[src/rtl/spi_pkg.sv]
// Shared SPI responder definitions: mode constant, default word width, FSM state type.
package spi_pkg;

   // SPI mode encoding {CPOL, CPHA}; this responder implements mode 0.
   localparam logic [1:0] SPI_MODE0 = 2'b00;

   localparam int unsigned DATA_W_DEF = 8;

   typedef enum logic {
      IDLE  = 1'b0,
      SHIFT = 1'b1
   } spi_state_e;

endpackage : spi_pkg

[src/rtl/spi_sync.sv]
// Multi-flop synchronizer for an asynchronous SPI pin, followed by an edge-detect flop.
// rise_c / fall_c are single-cycle pulses derived from the last synchronizer stage.
module spi_sync #(
   parameter int unsigned SYNC_STAGES = 2,
   parameter logic        RST_VAL     = 1'b0
) (
   input  logic clock_in,
   input  logic reset,
   input  logic d_i,
   output logic rise_c,
   output logic fall_c
);

   logic [SYNC_STAGES-1:0] sync_q;
   logic                   edge_q;

   // Synchronizer chain plus one flop holding the previous synced level.
   always_ff @(posedge clock_in or posedge reset) begin
      if (reset) begin
         sync_q <= {SYNC_STAGES{RST_VAL}};
         edge_q <= RST_VAL;
      end else begin
         sync_q <= {sync_q[SYNC_STAGES-2:0], d_i};
         edge_q <= sync_q[SYNC_STAGES-1];
      end
   end

   assign rise_c =  sync_q[SYNC_STAGES-1] & ~edge_q;
   assign fall_c = ~sync_q[SYNC_STAGES-1] &  edge_q;

endmodule : spi_sync

[src/rtl/spi_slave.sv]
// SPI responder, mode 0, MSB first, oversampled on clock_in.
// Optional feature: define SPI_SLAVE_OVERRUN_EN to add the sticky overrun_o flag.
module spi_slave
   import spi_pkg::*;
#(
   parameter int unsigned DATA_W      = DATA_W_DEF,
   parameter int unsigned SYNC_STAGES = 2
) (
   input  logic              clock_in,
   input  logic              reset,
   input  logic              sclk_i,
   input  logic              mosi_i,
   input  logic              ssn_i,
   output logic              miso_o,
   input  logic [DATA_W-1:0] tx_data_i,
   input  logic              tx_load_i,
   output logic              tx_ready_o,
   output logic [DATA_W-1:0] rx_data_o,
   output logic              rx_valid_o,
   input  logic              rx_ack_i,
   output logic              busy_o
`ifdef SPI_SLAVE_OVERRUN_EN
   ,output logic             overrun_o
`endif
);

   localparam int unsigned CNT_W   = (DATA_W > 1) ? $clog2(DATA_W) : 1;
   localparam logic        CPOL    = SPI_MODE0[1];
   localparam logic [CNT_W-1:0] LAST_BIT = CNT_W'(DATA_W - 1);

   logic sclk_rise_c, sclk_fall_c, ssn_rise_c, ssn_fall_c;
   logic sample_c, drive_c, bit_c, done_c, start_c, abort_c, mosi_bit_c;

   logic [SYNC_STAGES-1:0] mosi_sync_q;
   spi_state_e             state_q, state_d;
   logic [DATA_W-1:0]      shift_q, shift_d;
   logic [CNT_W-1:0]       bit_cnt_q, bit_cnt_d;
   logic [DATA_W-1:0]      tx_buf_q, tx_buf_d;
   logic                   tx_ready_q, tx_ready_d;
   logic [DATA_W-1:0]      rx_data_q, rx_data_d;
   logic                   rx_valid_q, rx_valid_d;
   logic                   miso_q, miso_d;
   logic                   start_q;
   logic                   busy_q;

   spi_sync #(.SYNC_STAGES(SYNC_STAGES), .RST_VAL(1'b0)) u_sync_sclk (
      .clock_in (clock_in),
      .reset    (reset),
      .d_i      (sclk_i),
      .rise_c   (sclk_rise_c),
      .fall_c   (sclk_fall_c)
   );

   // ssn idles high, so its synchronizer resets high to avoid a spurious select edge.
   spi_sync #(.SYNC_STAGES(SYNC_STAGES), .RST_VAL(1'b1)) u_sync_ssn (
      .clock_in (clock_in),
      .reset    (reset),
      .d_i      (ssn_i),
      .rise_c   (ssn_rise_c),
      .fall_c   (ssn_fall_c)
   );

   // mosi needs only a level synchronizer, same depth as the sclk path.
   always_ff @(posedge clock_in or posedge reset) begin
      if (reset) mosi_sync_q <= '0;
      else       mosi_sync_q <= {mosi_sync_q[SYNC_STAGES-2:0], mosi_i};
   end

   assign mosi_bit_c = mosi_sync_q[SYNC_STAGES-1];
   assign sample_c   = CPOL ? sclk_fall_c : sclk_rise_c;
   assign drive_c    = CPOL ? sclk_rise_c : sclk_fall_c;
   // Deselect wins over a simultaneous sample edge.
   assign abort_c    = (state_q == SHIFT) && ssn_rise_c;
   assign bit_c      = (state_q == SHIFT) && !ssn_rise_c && sample_c;
   assign done_c     = bit_c && (bit_cnt_q == LAST_BIT);
   assign start_c    = ((state_q == IDLE) && ssn_fall_c) || done_c;

   // State register.
   always_ff @(posedge clock_in or posedge reset) begin
      if (reset) state_q <= IDLE;
      else       state_q <= state_d;
   end

   // Next-state logic: frame follows the synced select line.
   always_comb begin
      state_d = state_q;
      case (state_q)
         IDLE:    if (ssn_fall_c) state_d = SHIFT;
         SHIFT:   if (ssn_rise_c) state_d = IDLE;
         default: state_d = IDLE;
      endcase
   end

   // Datapath and output next values.
   always_comb begin
      shift_d    = shift_q;
      bit_cnt_d  = bit_cnt_q;
      tx_buf_d   = tx_buf_q;
      tx_ready_d = tx_ready_q;
      rx_data_d  = rx_data_q;
      rx_valid_d = rx_valid_q;
      miso_d     = miso_q;

      if (rx_ack_i) rx_valid_d = 1'b0;

      if (bit_c) begin
         shift_d   = {shift_q[DATA_W-2:0], mosi_bit_c};
         bit_cnt_d = done_c ? '0 : bit_cnt_q + CNT_W'(1);
      end

      if (done_c) begin
         rx_data_d  = {shift_q[DATA_W-2:0], mosi_bit_c};
         rx_valid_d = 1'b1;
      end

      // Word start: an empty buffer sends zeros; the buffer is released either way.
      if (start_c) begin
         shift_d    = tx_ready_q ? '0 : tx_buf_q;
         tx_ready_d = 1'b1;
      end

      // A load into an empty buffer is held for the next word start.
      if (tx_load_i && tx_ready_q) begin
         tx_buf_d   = tx_data_i;
         tx_ready_d = 1'b0;
      end

      // No drive edge follows the final bit with a changed MSB, so skip when bit_cnt wrapped.
      if (start_q)
         miso_d = shift_q[DATA_W-1];
      else if (drive_c && (state_q == SHIFT) && (bit_cnt_q != '0))
         miso_d = shift_q[DATA_W-1];

      if (abort_c) begin
         bit_cnt_d = '0;
         miso_d    = 1'b0;
      end
      if (state_q == IDLE) miso_d = 1'b0;
   end

   // Datapath registers.
   always_ff @(posedge clock_in or posedge reset) begin
      if (reset) begin
         shift_q    <= '0;
         bit_cnt_q  <= '0;
         tx_buf_q   <= '0;
         tx_ready_q <= 1'b1;
         rx_data_q  <= '0;
         rx_valid_q <= 1'b0;
         miso_q     <= 1'b0;
         start_q    <= 1'b0;
         busy_q     <= 1'b0;
      end else begin
         shift_q    <= shift_d;
         bit_cnt_q  <= bit_cnt_d;
         tx_buf_q   <= tx_buf_d;
         tx_ready_q <= tx_ready_d;
         rx_data_q  <= rx_data_d;
         rx_valid_q <= rx_valid_d;
         miso_q     <= miso_d;
         start_q    <= start_c && !abort_c;
         busy_q     <= (state_d == SHIFT);
      end
   end

   assign miso_o     = miso_q;
   assign tx_ready_o = tx_ready_q;
   assign rx_data_o  = rx_data_q;
   assign rx_valid_o = rx_valid_q;
   assign busy_o     = busy_q;

`ifdef SPI_SLAVE_OVERRUN_EN
   logic overrun_q, overrun_d;

   // Sticky overrun: a word lands on unread data with no ack that cycle.
   always_comb begin
      overrun_d = overrun_q;
      if (rx_ack_i)                    overrun_d = 1'b0;
      if (done_c && rx_valid_q && !rx_ack_i) overrun_d = 1'b1;
   end

   // Overrun register.
   always_ff @(posedge clock_in or posedge reset) begin
      if (reset) overrun_q <= 1'b0;
      else       overrun_q <= overrun_d;
   end

   assign overrun_o = overrun_q;
`endif

endmodule : spi_slave

[config.mk]
export PLATFORM = sky130hd
export DESIGN_NAME = spi_slave
export DESIGN_NICKNAME = d
export VERILOG_FILES = /design/src/rtl/spi_pkg.sv /design/src/rtl/spi_sync.sv /design/src/rtl/spi_slave.sv
export SDC_FILE = /design/constraint.sdc
export NUM_CORES = 1
export LEC_CHECK = 0
export ABC_AREA = 1
export CORE_ASPECT_RATIO = 0.8
export CORE_MARGIN = 2
export CORE_UTILIZATION = 35
export DETAILED_ROUTE_END_ITERATION = 10
export MAX_ROUTING_LAYER = met4
export SETUP_SLACK_MARGIN = 0.05
export SYNTH_ARGS = -nofsm -noshare
export SYNTH_HDL_FRONTEND = slang
export SYNTH_HIERARCHICAL = 1
export SYNTH_SLANG_ARGS = --single-unit
[constraint.sdc]
create_clock -name clock_in -period 2.5 [get_ports clock_in]
set_input_delay 0.375 -clock clock_in [delete_from_list [all_inputs] [get_ports clock_in]]
set_output_delay 0.375 -clock clock_in [all_outputs]
set_load 0.02 [all_outputs]
# After elaboration in Yosys (flattened, before gate mapping)
# Index checks and enable logic that the tools add are counted.
[totals]
memories = 0
latch_bits = 0
mem_bits_rw = 0
register_bits = 40
input_bits = 15
wordCells = 60
romBits = 0
out_inout_bits = 12
[classes]
n_reduce_logical = 17
n_eq_ne = 2
n_bitwise = 9
div = 0
muxes = 17
add_sub_neg = 1
multipliers = 0
shift = 0
n_lt_le_gt_ge = 0
[op_table]
columns = ["op", "count"]
rows = [
  ["$mux 8", 3],
  ["$mux 1", 10],
  ["$logic_and 1x1->1", 9],
  ["$mux 3", 3],
  ["$reduce_bool 2->1", 4],
  ["$not 1->1", 5],
  ["$and 1x1->1", 4],
  ["$ne 4x3->1 const B", 1],
  ["$add 3x1->3 const B", 1],
  ["$eq 3x3->1 const B", 1],
  ["$reduce_bool 3->1", 1],
  ["$logic_not 1->1", 2],
  ["$pmux 1 s2", 1],
  ["$logic_or 1x1->1", 1],
]

# Longest topological paths before layout
# Gate-level depths: netlist of run 1.
[logic_depth]
ltp_word = 9
depth_mapped = 10
mapped_depth_nobuf = 10

# By module
# The synthesis of run 1 kept the hierarchy.
[modules_own_cells]
columns = ["mod", "seq_area_each_um2", "area_each_um2", "cells_per_inst", "n_inst"]
rows = [
  ["spi_slave", 852.1, 1512.7, 158, 1],
  ["spi_sync at u_sync_ssn", 78.8, 97.6, 8, 1],
  ["spi_sync at u_sync_sclk", 75.1, 93.8, 8, 1],
]

# Worst setup path before layout of run 1
# Ideal clock, no wire load.
[synth_path]
kind = "reg-to-reg"
from = "register bit_cnt_q[0]"
to = "register shift_q[0]"
setup_ns = 0.117
required_ns = 2.383
path_slack_ns = 1.135
stages_incl_launch_ff = 8
synth_period_minus_slack_ns = 1.365
n_path_buf = 1
t_arrival_ns = 1.248
path_cell_list = "dfrtp_1 ha_1 ha_1 nand4_4 clkbuf_8 nand3_1 nand3_1 nand2_1"
[synth_via]
elab_chain_len = 4
elab_cells_between_ends = 5
classes_between = "1 x eq/ne; 1 x mux; 3 x reduce/logical"
[synth_lines]
columns = ["element", "line", "source"]
rows = [
  ["start, declared", "spi_slave.sv:37", "logic [CNT_W-1:0] bit_cnt_q, bit_cnt_d;"],
  ["start signal, assigned", "spi_slave.sv:155", "bit_cnt_q <= bit_cnt_d;"],
  ["$eq 3x3->1 *", "spi_slave.sv:75", "assign done_c = bit_c && (bit_cnt_q == LAST_BIT);"],
  ["$logic_and 1x1->1 *", "spi_slave.sv:75", ""],
  ["$logic_or 1x1->1 *", "spi_slave.sv:76", "assign start_c = ((state_q == IDLE) && ssn_fall_c) || done_c;"],
  ["$mux 8 or $reduce_bool 2->1 (tied branches)", "n/a", ""],
  ["end signal, assigned", "spi_slave.sv:154", "shift_q <= shift_d;"],
  ["end, declared", "spi_slave.sv:36", "logic [DATA_W-1:0] shift_q, shift_d;"],
]
# Every way passes the cells marked *; elsewhere a longest branch is shown, timed or not.
# A chain may end at the register's enable or synchronous reset.

# Final worst setup path of run 1
[layout_path]
from = "register tx_ready_q, in the netlist tx_ready_o"
to = "output tx_ready_o"
[layout_lines]
columns = ["element", "line", "source"]
rows = [
  ["start, declared", "spi_slave.sv:39", "logic tx_ready_q, tx_ready_d;"],
  ["start signal, assigned", "spi_slave.sv:157", "tx_ready_q <= tx_ready_d;"],
  ["end, declared", "spi_slave.sv:17", "output logic tx_ready_o,"],
]
# No word-level cell between the ends.

==> results of run 1 <==
==> power breakdown <==
group	total, mW	internal, mW	switching, mW
registers	0.917	0.820	0.0970
logic	0.468	0.214	0.253
clock network	0.434	0.225	0.209
total	1.82	1.26	0.559
==> area by class of cell <==
cell class | instances | area, um^2 | share of cell area
multi-input combinational | 104 | 564 | 0.268
clock buffer | 8 | 90.1 | 0.0428
inverter | 27 | 104 | 0.0493
timing repair buffer | 27 | 268 | 0.127
tap | 60 | 75.1 | 0.0356
sequential | 40 | 1010 | 0.477
==> cells by family after synthesis <==
kind of cell    Yosys count  share of synthesized area
simple gates             79                      0.215
fa+ha+maj                 3                     0.0220
mux                       8                     0.0529
flops                    40                      0.590
buf+inv                  30                     0.0786
compound gates           14                     0.0411
==> synthesized netlist by cell type, drive strengths merged <==
cell    instances  area (um^2)
a21oi           1         5.00
nand2          52          215
dfstp           4          105
ha              3         37.5
nand3          18         90.1
inv            27          104
buf             1         11.3
o21ai          13         65.1
dfrtp          36          901
mux2            8         90.1
nand4           2         27.5
clkbuf          2         18.8
nor2            7         33.8
==> registers in the layout, summed over array words and instances, names as in the netlist, 2 cells and up <==
signal              count
mosi_sync_q             2
shift_q                 8
u_sync_ssn/sync_q       2
tx_buf_q                8
u_sync_sclk/sync_q      2
bit_cnt_q               3
rx_data_o               8
==> metal layers <==
metal	global-route usage	routed length, um	share of wire	vias up
met5	-	0	0	-
met4	0.0688	34	0.012	0
met3	0.0369	136	0.047	4
met2	0.148	1060	0.37	27
met1	0.205	1650	0.57	493
li1	-	-	-	607
==> metrics by stage <==
stage / hold slack, ns / util / setup WS, ns / cells / power [mW]
after global placement: 0.333 / 0.436 / 0.921 / 258 / 1.40
after CTS: 0.309 / 0.456 / 0.652 / 266 / 1.84
after floorplan: 0.129 / - / 1.13 / 174 / 1.25
final: 0.308 / 0.456 / 0.661 / 266 / 1.82
after global routing: 0.321 / 0.456 / 0.618 / 266 / 1.98
after detailed placement: 0.336 / 0.436 / 0.918 / 258 / 1.40
==> final timing paths <==
kind | cells past startpoint | startpoint | end
worst max-delay path | 1 | tx_ready_o | tx_ready_o
worst min-delay path | 2 | reset | u_sync_sclk/edge_q
worst max register to register | 7 | bit_cnt_q[0] | shift_q[7]
worst min register to register | 0 | mosi_sync_q[0] | mosi_sync_q[1]
max in group asynchronous | 3 | reset | tx_ready_o
min in group clock_in | 0 | mosi_sync_q[0] | mosi_sync_q[1]
==> impl_metrics.csv, run 1 <==
group,metric,value,unit
synth,netlist_instances,174,
place,place.gp.congestion,0.839,
global_route,grt_pass1_wl,5.10,mm
sta,clock_skew,0.00960,ns
power_and_ir_drop,vdd_ir_drop_max,0.470,mV
clock_tree,cts_max_level,2,
route,first_pass_iters,4,
die,die_w,82.0,um
clock_tree,cts_setup_buffers,0,
critical_path,start_kind,"register",
clock_tree,postCtsHoldBufs,0,
synth,syn_avg_cell_area,9.79,um^2
power_and_ir_drop,power_density,863,nW/um^2
critical_path,crit_path_cell_trace,"clkdlybuf4s50_1",
global_route,grt_pass1_vias,1044,
global_route,grt-ovfl-total,0,
critical_path,crit_type,"reg -> out",
critical_path,cp.required,2.12,ns
route,drt_iter0_markers,104,
die,die_area,5450,um^2
final_layout,mostFrequentLayoutCell,"nand2_1",
clock_tree,cts_made_buffers,5,
sta,fin_crit,1.84,ns
final_layout,final_layout_size_suffix_gt1_frac,0.126,
final_layout,fillers,464,
critical_path,r2r_slack,0.92,ns
sta,max_freq,544,MHz
synth,synth-seq-area-share,0.590,
sta,tns,0,ns
synth,ys_types,20,
synth,synth-warning-count,6,
sta,finalMaxSlewViolations,0,
critical_path,max_stage_delay,0.61,ns
route,wl_per_cell,10.8,um
die,rows,22,
global_route,antenna_found_initial,0,
die,ios,27,
clock_tree,path_clk_slew,0.08,ns
sta,setup-violations-final,0,
clock_tree,cts_tree,"done",
critical_path,critical_path_buf_inv_count,1,
clock_tree,insertion_delay,0.29,ns
final_layout,fin_area,2110,um^2
sta,worst_pin_slew,0.421,ns
final_layout,area_growth,23.6,%
final_layout,layout_common_cells,"nand2_1 (48), dfrtp_1 (36), inv_1 (26), clkdlybuf4s50_1 (26), nand3_1 (18)",
final_layout,antenna_cells,0,
sta,hold_viol_final,0,
clock_tree,cts.root.buffer_cell,"clkbuf_8",
synth,netlist_area,1700,um^2
sta,rsz0062_at_grt,"no",
place,detailed_place_hpwl,2.07,mm
critical_path,slowest_stage,"clkdlybuf4s50_1",
place,portBuffers,26,
clock_tree,cts_num_sinks,40,
sta,fin_crit_sh,0.736,
route,vias_per_cell,4.25,
critical_path,crit_arrival,1.46,ns
route,num_vias,1131,
outcome,outcome,"complete, no violations",
route,remaining_drc_errors,0,
global_route,track_usage,0.132,
clock_tree,cts.repair.resized,0,
global_route,grt_max_degree,35,
route,drt-total-wl,2.88,mm
final_layout,nNetsFinal,223,
min_path,hold_path_class,"in -> async",
die,core,4620,um^2
place,place_area,2020,um^2
clock_tree,clock_path_buffers,2,
sta,maxSlewHeadroom,0.719,
critical_path,cp_max_fo,4,
die,start_util,0.369,
synth,syn_nets,192,
power_and_ir_drop,power.leakage,1.02,nW
critical_path,endpoint_kind,"output port",
synth,synth_seq_cells,40,
die,fp.dieH,66.4,um
critical_path,path_delay_family,"buffers and inverters",
job,maxCapViolations,0,
route,ant_nets,0,
No activity file was read; power rests on OpenSTA's default activity.
==> run 2, diff against run 1 <==
==> constraint.sdc (replaced) <==
create_clock -name clock_in -period 1.56 [get_ports clock_in]
set_input_delay 0.234 -clock clock_in [delete_from_list [all_inputs] [get_ports clock_in]]
set_output_delay 0.234 -clock clock_in [all_outputs]
set_load 0.02 [all_outputs]
==> run 2 against run 1 <==
Wire length rose by 10%. Global-route usage rose by 1.3 points. Highest routed layer unchanged. Worst setup slack got worse by 0.53 ns. Hold slack got worse by 0.15 ns. Utilization rose by 1.9 points. First-iteration DRC count rose by 42%. Design area rose by 4.3%. Largest power group unchanged. Sequential power rose by 60%. Sequential cell count did not move. Count of clock-buffer cells in the layout fell by 2.
==> impl_metrics.csv, run 2 (synthesis results as in run 1) <==
group,metric,value,unit
final_layout,antenna_cells,0,
global_route,grt_use_met2,0.184,
die,fp.dieH,66.4,um
final_layout,fillers,467,
sta,maxSlewHeadroom,0.765,
die,start_util,0.369,
power_and_ir_drop,switching_share,0.315,
clock_tree,cts.root.buffer_cell,"clkbuf_8",
critical_path,slowest_stage,"dfstp_2",
route,vias_per_cell,4.51,
critical_path,crit_arrival,1.19,ns
power_and_ir_drop,power.leakage,1.24,nW
place,place.gp.congestion,0.825,
critical_path,cp_max_fo,4,
sta,hold_viol_final,0,
global_route,grt_util_met3,0.0369,
sta,finalMaxSlewViolations,0,
critical_path,path_delay_family,"flip-flops",
route,drt_iter0_markers,148,
power_and_ir_drop,vdd_ir_drop_max,0.739,mV
die,die_w,82.0,um
clock_tree,insertion_delay,0.29,ns
clock_tree,cts_num_sinks,40,
min_path,hold_path_class,"in -> async",
place,detailed_place_hpwl,2.34,mm
sta,fin_crit,1.43,ns
route,wl_per_cell,11.7,um
global_route,grt-ovfl-total,0,
power_and_ir_drop,sequentialPowerShare,0.500,
global_route,track_usage,0.145,
outcome,outcome,"complete, no violations",
critical_path,start_kind,"register",
clock_tree,clock_path_buffers,2,
sta,whs,0.157,ns
clock_tree,cts_tree,"done",
clock_tree,cts_max_level,2,
sta,max_freq,701,MHz
die,core,4620,um^2
final_layout,layout_common_cells,"nand2_1 (48), dfrtp_1 (36), inv_1 (24)",
sta,tns,0,ns
power_and_ir_drop,p_clk_frac,0.240,
power_and_ir_drop,p_switching,924,uW
final_layout,mostFrequentLayoutCell,"nand2_1",
die,ios,27,
critical_path,crit_path_cell_trace,"dlygate4sd2_1",
critical_path,critical_path_buf_inv_count,1,
power_and_ir_drop,p_int,2.01,mW
critical_path,max_stage_delay,0.56,ns
route,drt-total-wl,3.17,mm
sta,fin_crit_sh,0.915,
sta,worst_pin_slew,0.351,ns
clock_tree,path_clk_slew,0.07,ns
sta,rsz0062_at_grt,"no",
route,num_vias,1226,
critical_path,crit_type,"reg -> out",
die,die_area,5450,um^2
route,remaining_drc_errors,0,
final_layout,final_layout_size_suffix_gt1_frac,0.179,
die,rows,22,
route,first_pass_iters,4,
place,portBuffers,26,
sta,clock_skew,0.00375,ns
clock_tree,postCtsHoldBufs,0,
clock_tree,cts_made_buffers,5,
global_route,antenna_found_initial,0,
power_and_ir_drop,pwr-share-comb,0.259,
critical_path,endpoint_kind,"output port",
final_layout,nNetsFinal,229,
global_route,top_usage_layer,"met1",
critical_path,r2r_slack,0.15,ns
critical_path,cp_num_cells,1,
global_route,grt_pass1_wl,5.54,mm
final_layout,area_growth,28.9,%
critical_path,r2r_cells,8,
route,ant_nets,0,
global_route,grtUsageMet1,0.205,
job,maxCapViolations,0,
power_and_ir_drop,power_density,1340,nW/um^2
global_route,grt_max_degree,22,
critical_path,cp.required,1.33,ns
sta,setup-violations-final,0,
global_route,grt_pass1_vias,1184,
## run 2: cell types whose count changed in the layout (fill, tap and decap cells not counted), sizes merged, moves of 2 or more
cell	before	now
clkdlybuf4s50	26	14
clkinv	0	2
dlymetal6s2s	0	9
buf	1	6
dlygate4sd2	0	3
clkbuf	8	6
## run 2: area by class of cell
cell class	count	area [um^2]	area share
flip-flops and latches	40	1010	0.458
multi-input cells	105	581	0.264
repair buffers	32	337	0.153
inverters	27	106	0.0484
clock buffers	6	82.6	0.0376
well taps	60	75.1	0.0342
clock inverters	2	10.0	0.00456
## run 2: worst paths after layout
kind,startpoint,to
setup / recovery,tx_ready_o,tx_ready_o
hold / removal,reset,u_sync_sclk/sync_q[0]
setup reg to reg,u_sync_ssn/sync_q[1],shift_q[3]
hold reg to reg,u_sync_ssn/sync_q[0],u_sync_ssn/sync_q[1]
max in group asynchronous,reset,shift_q[3]
min in group clock_in,ssn_i,u_sync_ssn/sync_q[0]
## run 2: repair_timing
| action | CTS | global route |
|---|---|---|
| pin swaps | 0 | 1 |
| gates cloned | 0 | 1 |
| endpoints found under the hold margin | 0 | 0 |
| endpoints found under the setup margin | 3 | 28 |
| gates resized for setup | 3 | 15 |
| setup buffers | 0 | 2 |
## run 2: power by group through the flow
stage | Clock [mW] | Sequential, mW | Combinational (mW)
final | 0.705 | 1.47 | 0.761
after global routing | 0.788 | 1.50 | 0.889
after CTS | 0.735 | 1.47 | 0.764
after detailed placement | 0 | 1.49 | 0.773
after global placement | 0 | 1.48 | 0.766
after floorplan | 0 | 1.48 | 0.525
## run 2: routing by layer
layer / vias up / share of wire
met5: - / 0
met4: 0 / 0.035
met3: 11 / 0.062
met2: 40 / 0.38
met1: 552 / 0.52
li1: 623 / -
## run 2: metrics by stage
step	instance area (um^2)	power, mW	setup slack [ns]	cells	utilization
global route	2200	3.18	0.0319	272	0.475
detailed placement	2050	2.26	0.0876	261	0.444
floorplan	1700	2.00	0.195	174	-
global placement	2050	2.25	0.0979	261	0.444
CTS	2140	2.97	0.0528	269	0.463
finish	2200	2.93	0.133	272	0.475
==> run 3, diff against run 2 <==
--- a/config.mk
+++ b/config.mk
@@ -6,6 +6,7 @@
 export NUM_CORES = 1
 export LEC_CHECK = 0
 export ABC_AREA = 1
+export ABC_CLOCK_PERIOD_IN_PS = 1560
 export CORE_ASPECT_RATIO = 0.8
 export CORE_MARGIN = 2
 export CORE_UTILIZATION = 35
==> results of run 3 <==
Same layout as run 2: the final DEF is identical, and so are final timing and power.
